===== config.mk =====
export PLATFORM = sky130hd
export DESIGN_NAME = packet_detector_flat
export DESIGN_NICKNAME = d
export VERILOG_FILES = /design/src/rtl/packet_detector_if.sv /design/src/rtl/packet_detector.sv /design/src/flat_wrapper.sv
export SDC_FILE = /design/constraint.sdc
export NUM_CORES = 1
export LEC_CHECK = 0
export ABC_AREA = 1
export CAP_MARGIN = 20
export CORE_UTILIZATION = 50
export DETAILED_ROUTE_END_ITERATION = 10
export DONT_BUFFER_PORTS = 1
export HOLD_SLACK_MARGIN = 0.03
export SYNTH_ARGS = -nofsm -noshare
export SYNTH_HDL_FRONTEND = slang
export SYNTH_SLANG_ARGS = --single-unit

===== constraint.sdc =====
create_clock -name i_clk -period 3.07 [get_ports i_clk]
set_input_delay 0.614 -clock i_clk [delete_from_list [all_inputs] [get_ports i_clk]]
set_output_delay 0.614 -clock i_clk [all_outputs]
set_load 0.05 [all_outputs]

===== src/rtl/packet_detector_if.sv =====
// Envelope-detector handshake bundle: enable and raw comparator in,
// packet window and detection strobe out.
interface packet_detector_if;
    logic i_en;
    logic i_comp_in;
    logic o_dec_out;
    logic o_det_stb;

    modport master (
        output i_en,
        output i_comp_in,
        input  o_dec_out,
        input  o_det_stb
    );

    modport slave (
        input  i_en,
        input  i_comp_in,
        output o_dec_out,
        output o_det_stb
    );
endinterface


===== src/rtl/packet_detector.sv =====
// Preamble detector: synchronises and deglitches the comparator, validates
// NUM_PULSES high/low widths, then holds the packet window for HOLD_LEN cycles.
module packet_detector #(
    parameter int FILT_LEN   = 4,
    parameter int PULSE_MIN  = 180,
    parameter int PULSE_MAX  = 220,
    parameter int GAP_MIN    = 180,
    parameter int GAP_MAX    = 220,
    parameter int NUM_PULSES = 4,
    parameter int HOLD_LEN   = 1000,
    parameter int CNT_W      = 16
) (
    input  logic                i_clk,
    input  logic                i_rst,
    packet_detector_if.slave    io_pd
);

    localparam int FC_W = $clog2(FILT_LEN + 1);
    localparam int PC_W = $clog2(NUM_PULSES + 1);

    localparam logic [FC_W-1:0]  FC_LAST = FC_W'(FILT_LEN - 1);
    localparam logic [PC_W-1:0]  PC_LAST = PC_W'(NUM_PULSES - 1);
    localparam logic [CNT_W-1:0] W_PMIN  = CNT_W'(PULSE_MIN);
    localparam logic [CNT_W-1:0] W_PMAX  = CNT_W'(PULSE_MAX);
    localparam logic [CNT_W-1:0] W_GMIN  = CNT_W'(GAP_MIN);
    localparam logic [CNT_W-1:0] W_GMAX  = CNT_W'(GAP_MAX);
    localparam logic [CNT_W-1:0] W_HOLD  = CNT_W'(HOLD_LEN);
    localparam logic [CNT_W-1:0] W_ONE   = CNT_W'(1);

    typedef enum logic [1:0] {
        ST_IDLE,
        ST_HIGH,
        ST_LOW,
        ST_HOLD
    } state_t;

    logic             r_s1;
    logic             r_s2;
    logic             r_lvl;
    logic             r_lvl_prev;
    logic [FC_W-1:0]  r_fc;

    state_t           r_state;
    state_t           w_state_next;
    logic [CNT_W-1:0] r_wc;
    logic [CNT_W-1:0] w_wc_next;
    logic [PC_W-1:0]  r_pc;
    logic [PC_W-1:0]  w_pc_next;
    logic             r_dec_out;
    logic             r_det_stb;

    logic             w_rise;
    logic             w_fall;

    // Front end keeps running while disabled so a re-enable sees a settled level.
    always_ff @(posedge i_clk or posedge i_rst) begin
        if (i_rst) begin
            r_s1       <= 1'b0;
            r_s2       <= 1'b0;
            r_lvl      <= 1'b0;
            r_lvl_prev <= 1'b0;
            r_fc       <= '0;
        end else begin
            r_s1       <= io_pd.i_comp_in;
            r_s2       <= r_s1;
            r_lvl_prev <= r_lvl;
            if (r_s2 != r_lvl) begin
                if (r_fc == FC_LAST) begin
                    r_lvl <= ~r_lvl;
                    r_fc  <= '0;
                end else begin
                    r_fc <= r_fc + FC_W'(1);
                end
            end else begin
                r_fc <= '0;
            end
        end
    end

    assign w_rise = r_lvl & ~r_lvl_prev;
    assign w_fall = ~r_lvl & r_lvl_prev;

    always_comb begin
        w_state_next = r_state;
        w_wc_next    = r_wc;
        w_pc_next    = r_pc;
        if (!io_pd.i_en) begin
            w_state_next = ST_IDLE;
            w_wc_next    = '0;
            w_pc_next    = '0;
        end else begin
            case (r_state)
                ST_IDLE: begin
                    if (w_rise) begin
                        w_state_next = ST_HIGH;
                        w_wc_next    = W_ONE;
                        w_pc_next    = '0;
                    end
                end
                ST_HIGH: begin
                    if (w_fall) begin
                        if (r_wc >= W_PMIN && r_wc <= W_PMAX) begin
                            w_wc_next = W_ONE;
                            if (r_pc == PC_LAST) begin
                                w_state_next = ST_HOLD;
                            end else begin
                                w_state_next = ST_LOW;
                                w_pc_next    = r_pc + PC_W'(1);
                            end
                        end else begin
                            w_state_next = ST_IDLE;
                        end
                    end else if (r_wc >= W_PMAX) begin
                        w_state_next = ST_IDLE;
                    end else begin
                        w_wc_next = r_wc + W_ONE;
                    end
                end
                ST_LOW: begin
                    // A short gap restarts the count with this edge as pulse one.
                    if (w_rise) begin
                        w_state_next = ST_HIGH;
                        w_wc_next    = W_ONE;
                        if (r_wc < W_GMIN) begin
                            w_pc_next = '0;
                        end
                    end else if (r_wc >= W_GMAX) begin
                        w_state_next = ST_IDLE;
                    end else begin
                        w_wc_next = r_wc + W_ONE;
                    end
                end
                ST_HOLD: begin
                    if (r_wc >= W_HOLD) begin
                        w_state_next = ST_IDLE;
                        w_wc_next    = '0;
                        w_pc_next    = '0;
                    end else begin
                        w_wc_next = r_wc + W_ONE;
                    end
                end
                default: begin
                    w_state_next = ST_IDLE;
                    w_wc_next    = '0;
                    w_pc_next    = '0;
                end
            endcase
        end
    end

    always_ff @(posedge i_clk or posedge i_rst) begin
        if (i_rst) begin
            r_state   <= ST_IDLE;
            r_wc      <= '0;
            r_pc      <= '0;
            r_dec_out <= 1'b0;
            r_det_stb <= 1'b0;
        end else begin
            r_state   <= w_state_next;
            r_wc      <= w_wc_next;
            r_pc      <= w_pc_next;
            r_dec_out <= (w_state_next == ST_HOLD);
            r_det_stb <= (w_state_next == ST_HOLD) && (r_state != ST_HOLD);
        end
    end

    assign io_pd.o_dec_out = r_dec_out;
    assign io_pd.o_det_stb = r_det_stb;

endmodule


===== src/flat_wrapper.sv =====
// flat-port wrapper written by rule: the top's interface ports become plain ports
module packet_detector_flat 
#(
    parameter int FILT_LEN   = 4,
    parameter int PULSE_MIN  = 180,
    parameter int PULSE_MAX  = 220,
    parameter int GAP_MIN    = 180,
    parameter int GAP_MAX    = 220,
    parameter int NUM_PULSES = 4,
    parameter int HOLD_LEN   = 1000,
    parameter int CNT_W      = 16
)
  (i_clk, i_rst, io_pd_i_en, io_pd_i_comp_in, io_pd_o_dec_out, io_pd_o_det_stb);
  packet_detector_if io_pd_i ();
  input  logic i_clk;
  input  logic i_rst;
  input wire logic [$bits(io_pd_i.i_en)-1:0] io_pd_i_en;
  input wire logic [$bits(io_pd_i.i_comp_in)-1:0] io_pd_i_comp_in;
  output wire logic [$bits(io_pd_i.o_dec_out)-1:0] io_pd_o_dec_out;
  output wire logic [$bits(io_pd_i.o_det_stb)-1:0] io_pd_o_det_stb;
  assign io_pd_i.i_en = io_pd_i_en;
  assign io_pd_i.i_comp_in = io_pd_i_comp_in;
  assign io_pd_o_dec_out = io_pd_i.o_dec_out;
  assign io_pd_o_det_stb = io_pd_i.o_det_stb;
  packet_detector #(.FILT_LEN(FILT_LEN), .PULSE_MIN(PULSE_MIN), .PULSE_MAX(PULSE_MAX), .GAP_MIN(GAP_MIN), .GAP_MAX(GAP_MAX), .NUM_PULSES(NUM_PULSES), .HOLD_LEN(HOLD_LEN), .CNT_W(CNT_W)) u_core (.i_clk(i_clk), .i_rst(i_rst), .io_pd(io_pd_i));
endmodule

### After elaboration in Yosys (flattened, before gate mapping)

Index checks and enable logic that the tools add are counted.

* output and inout bits: 2
* input bits: 4
* flip-flop bits (word level): 30

* add/sub/neg operators: 3
* eq/ne operators: 16
* $lt $le $gt $ge: 5
* mux-type cells: 28
* bitwise logic cells: 4
* reduce and logical (&&, ||, !) cells: 6

Operator list (count)
* 2-to-1 mux 16 bit: 7
* case mux 16 bit (4 select lines): 1
* >= comparator 16 x 8 -> 1 bit (second input constant): 2
* 2-to-1 mux 3 bit: 10
* inequality test 3 x 2 -> 1 bit (second input constant): 6
* adder 16 x 1 -> 16 bit (second input constant): 1
* >= comparator 16 x 10 -> 1 bit (second input constant): 1
* less-or-equal comparator 16 x 8 -> 1 bit (second input constant): 1
* < comparator 16 x 8 -> 1 bit (second input constant): 1
* 2-to-1 mux 2 bit: 7
* case mux 3 bit (4 select lines): 1
* case mux 2 bit (4 select lines): 1
* AND reduction 7 bit: 1
* adder 3 x 1 -> 3 bit (second input constant): 2
* == test 2 bit (second input constant): 3
* == test 3 x 2 -> 1 bit (second input constant): 2
* inequality test 4 bit (second input constant): 1
* AND reduction 2 bit: 2
* inequality test 3 bit (second input constant): 1
* bitwise AND 1 bit: 2
* == test 2 x 1 -> 1 bit (second input constant): 1
* logical AND 1 bit: 2
* logical NOT 2 bit: 1
* inequality test 2 bit (second input constant): 1
* 3 further kinds: 4

### Depth between registers and ports, before layout

Gate-level depths: netlist of run 1.

* depth in word-level cells: 8
* mapped depth: 13

### Least setup slack after synthesis of run 1

No wires, ideal clock.

* kind: input-to-reg
* start point: input port io_pd_i_en
* end point: register u_core.r_wc[1]
* data required time: 3.005 ns
* cell stages on the path: 7
* setup time: 0.065 ns
* path buffers: 1
* arrival time: 1.458 ns
* setup slack: 1.547 ns
* cells stage by stage: buf_2 -> inv_1 -> nor2_1 -> nand2_1 -> nor2_1 -> nand3_1 -> nand2_1

* word-level cells in the longest chain between the ends: 2

Ends and longest elaborated chain
* from (decl): RTL line flat_wrapper.sv:17 `input wire logic [$bits(io_pd_i.i_en)-1:0] io_pd_i_en;`
* inequality test 4 bit (no source line) or inequality test 3 x 2 -> 1 bit (tied branches)
* AND reduction 2 bit (no source line)
* to (signal assigned): RTL line packet_detector.sv:160 `r_wc <= w_wc_next;`
* to (decl): RTL line packet_detector.sv:45 `logic [CNT_W-1:0] r_wc;`

Several ways; a longest one is shown, not always the timed one.
A chain may end at the register's enable or synchronous reset.

### Worst setup path in the final report of run 1

* start point: register u_core.r_wc[0]
* end point: register u_core.r_wc[13]

* word-level cells in the longest chain between the ends: 5

Ends and longest elaborated chain
* adder 16 x 1 -> 16 bit or >= comparator 16 x 8 -> 1 bit (tied branches)
* 2-to-1 mux 16 bit: RTL line packet_detector.sv:113, packet_detector.sv:127
* 2-to-1 mux 16 bit, on equally long branches: RTL line packet_detector.sv:121, packet_detector.sv:101
* case mux 16 bit (4 select lines): RTL line packet_detector.sv:92 `case (r_state)`
* 2-to-1 mux 16 bit: RTL line packet_detector.sv:87 `if (!io_pd.i_en) begin`

Several ways; a longest one is shown, not always the timed one.

==> results.json, run 1 <==
{
  "ir_drop_mv": 0.3902,
  "grt_pass1_wl_mm": 7.645,
  "wl_met1_mm": 2.026,
  "final_util": 0.5753,
  "diodes": 0,
  "hold_class": "in -> async",
  "grt_pass1_vias": 1701,
  "synth_nets": 275,
  "vias": 1637,
  "cp-start-kind": "register",
  "antenna_found_initial": 0,
  "synth_area_leader_cell": "dfrtp_1",
  "p_per_area_nw_per_um2": 563.8,
  "crit_required_ns": 3.23,
  "setup_tns_ns": 0,
  "die-area_sq_um": 4307,
  "post-cts-setup-buffers": 0,
  "max_cap_violations": 0,
  "drv_slew": 0,
  "chipWidth_um": 65.63,
  "clk_pin_slew_ns": 0.07,
  "dr.pass1.iters": 4,
  "routabilityCongestion": 0.8793,
  "drive_gt1_frac": 0.1875,
  "ctsResizeCount": 0,
  "max_freq_mhz": 574.8,
  "h-tree-depth": 2,
  "critPathCaptureType": "register",
  "grt.overflow.total": 0,
  "syn_to_final_growth_pct": 7.169,
  "status": "completed",
  "rsz0062_at_grt": "false",
  "drtAntennaViolNets": 0,
  "std_cell_rows": 22,
  "grt_start_max_net_pins": 31,
  "tightest_slew_ns": 0.4527,
  "grt_usage": 0.2345,
  "seq_area_frac_synth": 0.3708,
  "synth.distinct_cells": 35,
  "dr_wl_met3_um": 154,
  "cts_root_buf": "clkbuf_8",
  "port_buffers": 0,
  "die_h_um": 65.63,
  "total_power_mw": 1.223,
  "ys_ff_latch": 30,
  "crit_path_max_fanout": 6,
  "floorplan.initialDensity": 0.5368,
  "final-hold-violation-count": 0,
  "synth_top_area_frac": 0.3708,
  "dp_hpwl_mm": 3.170,
  "synth_warnings": 0,
  "dr.first_iter.drc_count": 141,
  "drc": 0,
  "num_io_pins": 6,
  "slew-limit-headroom": 0.6984,
  "fin_skew_ns": 0.008814,
  "ctsHoldBuffers": 0,
  "core-area_sq_um": 3771,
  "syn_avg_cell_area_sq_um": 7.611,
  "clkLatencyLatePin_ns": 0.29,
  "cts_buffers": 5,
  "wl_met2_mm": 2.008,
  "highest_layer": "met4",
  "period_share": 0.5667,
  "synth.area.top_cells": "dfrtp_1, nand2_1, inv_1",
  "timing.critical_path.arrival_ns": 1.90,
  "synth_cells": 266,
  "fin_nets": 280,
  "critical_path_class": "reg -> reg",
  "leakage_nw": 1.088,
  "cts_max_path_buffers": 2,
  "wirelength_mm": 4.256,
  "min_period_ns": 1.740,
  "routedWlPerCell_um": 13.30,
  "cts_tree": "built",
  "numClockSinks": 30,
  "syn_area_sq_um": 2024,
  "finalSetupViolations": 0,
  "viasPerCell": 5.116
}
==> through the flow <==
step	hold slack (ns)	setup WS, ns	instance area, sq um	std cells
floorplan	0.3312	1.547	2024	266
global placement	0.3682	1.350	2074	312
detailed placement	0.3627	1.347	2074	312
CTS	0.2958	1.317	2170	320
global route	0.3376	1.182	2170	320
finish	0.2856	1.330	2170	320
==> synth_stat cells (all sizes together) <==
library cell / number
o21bai: 1
a21oi: 7
mux2: 1
nand2: 72
nor3b: 1
a21o: 1
dfrtp: 30
xor2: 6
nand4: 10
inv: 43
buf: 3
nand3: 25
ha: 5
nand3b: 3
xnor2: 1
nor2: 36
or2: 1
o21ai: 17
nor3: 3
==> worst paths after layout <==
kind | start | endpoint | slack, ns | cells after the start
setup reg to reg | u_core.r_wc[0] | u_core.r_wc[13] | 1.33 | 11
min in group i_clk | io_pd_i_comp_in | u_core.r_s1 | 0.36 | 0
max in group asynchronous | i_rst | u_core.r_lvl | 2.50 | 2
hold reg to reg | u_core.r_s1 | u_core.r_s2 | 0.37 | 0
hold / removal | i_rst | u_core.r_wc[2] | 0.29 | 2
setup / recovery | u_core.r_wc[0] | u_core.r_wc[13] | 1.33 | 11
==> power by group <==
part / internal, mW / switching [mW]
clock network: 0.180 / 0.159
registers: 0.433 / 0.0400
logic: 0.126 / 0.285
==> registers in the layout (all words and copies together) (netlist names) <==
name / count
u_core.r_lvl: 1
u_core.r_pc: 3
u_core.r_state: 2
u_core.r_s1: 1
u_core.r_fc: 3
u_core.io_pd.o_dec_out: 1
u_core.r_s2: 1
u_core.r_wc: 16
u_core.r_lvl_prev: 1
u_core.io_pd.o_det_stb: 1
==> cells in the final DEF (no fill, tap or decap) <==
| cell | netlist | layout |
|---|---|---|
| nor2_8 | 1 | 1 |
| nor3b_1 | 1 | 1 |
| nand2_1 | 62 | 62 |
| o21ai_2 | 4 | 4 |
| or2_2 | 1 | 1 |
| nor2_1 | 27 | 27 |
| inv_4 | 1 | 1 |
| dfrtp_1 | 30 | 30 |
| nor3_2 | 1 | 1 |
| nand2_4 | 4 | 4 |
| nand3_2 | 1 | 1 |
| nand3b_4 | 1 | 1 |
| a21o_1 | 1 | 1 |
| o21bai_2 | 1 | 1 |
| clkinvlp_4 | 0 | 1 |
| nand3b_1 | 2 | 2 |
| nor2_2 | 4 | 4 |
| o21ai_1 | 7 | 7 |
| mux2_2 | 1 | 1 |
| nand3_4 | 1 | 1 |
| nand4_4 | 1 | 1 |
| clkinv_2 | 0 | 1 |
| nand2_2 | 6 | 6 |
| nand4_1 | 9 | 9 |
| ha_1 | 5 | 5 |
| nor2_4 | 4 | 4 |
| clkbuf_8 | 0 | 6 |
| a21oi_2 | 2 | 2 |
| o21ai_0 | 6 | 6 |
| a21oi_1 | 5 | 5 |
| nor3_1 | 2 | 2 |
| inv_2 | 8 | 8 |
| nand3_1 | 23 | 23 |
| inv_1 | 34 | 34 |
| xor2_1 | 6 | 6 |
| xnor2_1 | 1 | 1 |
| buf_4 | 1 | 1 |
==> kinds of logic after synthesis <==
kind of cell	share of synthesized area
mux	0.005562
xor+xnor	0.03028
buf+inv	0.08962
flops	0.3708
simple gates	0.3931
fa+ha+maj	0.03090
compound gates	0.07973
==> layer usage <==
metal,up-vias,GRT usage
li1,852,-
met1,752,0.3150
met2,27,0.3673
met3,6,0.05035
met4,0,0.08696
met5,-,0
==> worst max-delay path, cell delays in order (launching register included) <==
cell,delay (ns)
dfrtp_1,0.45
inv_1,0.13
ha_1,0.16
nand2_1,0.05
nor2_1,0.12
nand2_1,0.10
nand2_4,0.09
nand2_4,0.05
nand4_4,0.07
nand2_4,0.09
a21oi_2,0.24
nor2_1,0.07
==> area by class of cell <==
type | instances | area (sq um)
multi-input combinational | 190 | 1092
timing repair buffer | 1 | 7.507
fill | 367 | 1602
clock buffer | 6 | 82.58
clock inverter | 2 | 12.51
inverter | 43 | 163.9
tap | 48 | 60.06
sequential | 30 | 750.7
Note: power is estimated with default switching activity, not from simulation.
==> inputs of run 2 (changes only) <==
--- a/config.mk
+++ b/config.mk
@@ -11,6 +11,7 @@
 export DETAILED_ROUTE_END_ITERATION = 10
 export DONT_BUFFER_PORTS = 1
 export HOLD_SLACK_MARGIN = 0.03
+export PLACE_DENSITY = 0.68
 export SYNTH_ARGS = -nofsm -noshare
 export SYNTH_HDL_FRONTEND = slang
 export SYNTH_SLANG_ARGS = --single-unit
==> constraint.sdc (replaced) <==
create_clock -name i_clk -period 1.49 [get_ports i_clk]
set_input_delay 0.298 -clock i_clk [delete_from_list [all_inputs] [get_ports i_clk]]
set_output_delay 0.298 -clock i_clk [all_outputs]
set_load 0.05 [all_outputs]
==> results.json, run 2 (synthesis results as in run 1) <==
{
  "pwr-share-comb": 0.375,
  "antenna_found_initial": 0,
  "period_share": 1.119,
  "routabilityCongestion": 0.9324,
  "violations": "setup timing",
  "postPlaceCellArea_sq_um": 2397,
  "final_cell_mix": "nand2_1, buf_4, inv_1, dfrtp_1, nor2_1",
  "core-area_sq_um": 3771,
  "cp-start-kind": "register",
  "p_clk_frac": 0.325,
  "final_util": 0.7157,
  "cts_root_buf": "clkbuf_8",
  "crit_required_ns": 1.66,
  "met2_usage": 0.4298,
  "hold_class": "in -> reg",
  "slowest_stage": "dfrtp_1",
  "grt_usage": 0.2590,
  "p_per_area_nw_per_um2": 1183,
  "tightest_slew_ns": 0.4593,
  "cts_max_path_buffers": 2,
  "fin_ws_ns": -0.1767,
  "drtAntennaViolNets": 0,
  "die-area_sq_um": 4307,
  "critPathCaptureType": "register",
  "final_area_sq_um": 2699,
  "cp_cell_sequence": "nor2_2 -> nand2_4 -> nor2_8 -> nand2_8 -> nand2_4 -> nand2_4 -> nand4_4 -> nand2_8 -> a21oi_4 -> nor2_1",
  "fin_nets": 327,
  "critical_path_class": "reg -> reg",
  "reg.largest.list": "u_core.r_wc (16), u_core.r_fc (3), u_core.r_pc (3)",
  "ir_drop_mv": 1.019,
  "fin_skew_ns": 0.006237,
  "dr.pass1.iters": 4,
  "rsz0062_at_grt": "true",
  "drv_slew": 0,
  "status": "complete, but fails checks",
  "diodes": 0,
  "max_freq_mhz": 600.0,
  "chipWidth_um": 65.63,
  "syn_to_final_growth_pct": 33.31,
  "final-hold-violation-count": 0,
  "max_cap_violations": 0,
  "port_buffers": 0,
  "power_frac_seq": 0.300,
  "crit_path_max_incr_delay_ns": 0.40,
  "r2r_cells": 10,
  "grtUsageMet1": 0.2934,
  "dp_hpwl_mm": 3.614,
  "dr.first_iter.drc_count": 75,
  "numClockSinks": 30,
  "cts_tree": "built",
  "p_int_mw": 2.077,
  "holdWs_ns": 0.1371,
  "grt_pass1_vias": 1978,
  "std_cell_rows": 22,
  "hold_depth": 2,
  "switching_share": 0.3493,
  "clkLatencyLatePin_ns": 0.29,
  "top_register": "u_core.r_wc",
  "die_h_um": 65.63,
  "finalSetupViolations": 23,
  "path_common_cell": "nand2_4",
  "timing.critical_path.arrival_ns": 1.84,
  "routedWlPerCell_um": 13.22,
  "grtUsageMet3": 0.06076,
  "clk_pin_slew_ns": 0.07,
  "drc": 0,
  "p_sw_mw": 1.115,
  "num_io_pins": 6,
  "grt_start_max_net_pins": 31,
  "final_common_cell": "nand2_1",
  "wirelength_mm": 4.852,
  "crit_path_max_fanout": 8,
  "leakage_nw": 1.380,
  "total_power_mw": 3.191,
  "h-tree-depth": 2,
  "slew-limit-headroom": 0.6940,
  "min_period_ns": 1.667,
  "vias": 1914,
  "viasPerCell": 5.215,
  "grt.overflow.total": 0,
  "grt_pass1_wl_mm": 8.273,
  "largest_reg_flops": 16,
  "busiest_layer": "met2",
  "cts_buffers": 5,
  "floorplan.initialDensity": 0.5368,
  "drive_gt1_frac": 0.3636
}
[run 2: cell count changes in the layout (fill, tap and decap cells not counted), sizes merged]
cell	change
buf	+45
clkinvlp	-1
bufinv	+2
clkinv	-1
dlygate4sd3	+2
[run 2: routing by layer]
metal  routed length [um]  up-vias
li1                     -      948
met1                 2033      886
met2                 2364       61
met3                  274       19
met4                  181        0
met5                    0        -
[run 2: path summary, 6_finish.rpt]
check / from / endpoint / slack (ns)
max in group asynchronous: i_rst / u_core.r_wc[3] / 0.64
min in group asynchronous: i_rst / u_core.r_wc[0] / 0.54
setup reg to reg: u_core.r_wc[13] / u_core.r_wc[13] / -0.18
setup / recovery: u_core.r_wc[13] / u_core.r_wc[13] / -0.18
hold / removal: io_pd_i_en / u_core.r_wc[6] / 0.14
hold reg to reg: u_core.r_s1 / u_core.r_s2 / 0.35
[run 2: critical path: cells and delay by family, from the launching register on]
kind	cells	cell delay (ns)
simple gates	9	0.93
compound gates	1	0.21
flops	1	0.40
[run 2: cell type report]
type | count | area, sq um
Fill cell | 288 | 1072
Clock inverter | 2 | 60.06
Multi-Input combinational cell | 190 | 1210
Clock buffer | 6 | 82.58
Sequential cell | 30 | 752.0
Inverter | 43 | 168.9
Timing Repair Buffer | 48 | 365.4
Tap cell | 48 | 60.06
[run 2: through the flow]
step | worst slack [ns] | setup TNS (ns) | instances
after global placement | -0.2048 | -2.427 | 355
after floorplan | 0.004373 | 0 | 266
after detailed placement | -0.2218 | -2.855 | 355
after global routing | -0.2675 | -4.802 | 367
after CTS | -0.1522 | -2.541 | 367
final | -0.1767 | -2.449 | 367
[run 2: power groups by stage]
stage | clock (mW) | combinational, mW | sequential, mW
final | 1.04 | 1.20 | 0.958
after global routing | 1.09 | 1.30 | 0.966
after CTS | 1.06 | 1.17 | 0.957
after detailed placement | 0 | 1.10 | 0.970
after global placement | 0 | 1.10 | 0.966
after floorplan | 0 | 0.703 | 0.971
[run 2: timing repair]
item | CTS | global route
setup buffers | 2 | 0
hold buffers | 2 | 0
gates resized for setup | 9 | 24
pin swaps | 5 | 7
endpoints found under the hold margin | 31 | 0
endpoints found under the setup margin | 23 | 23
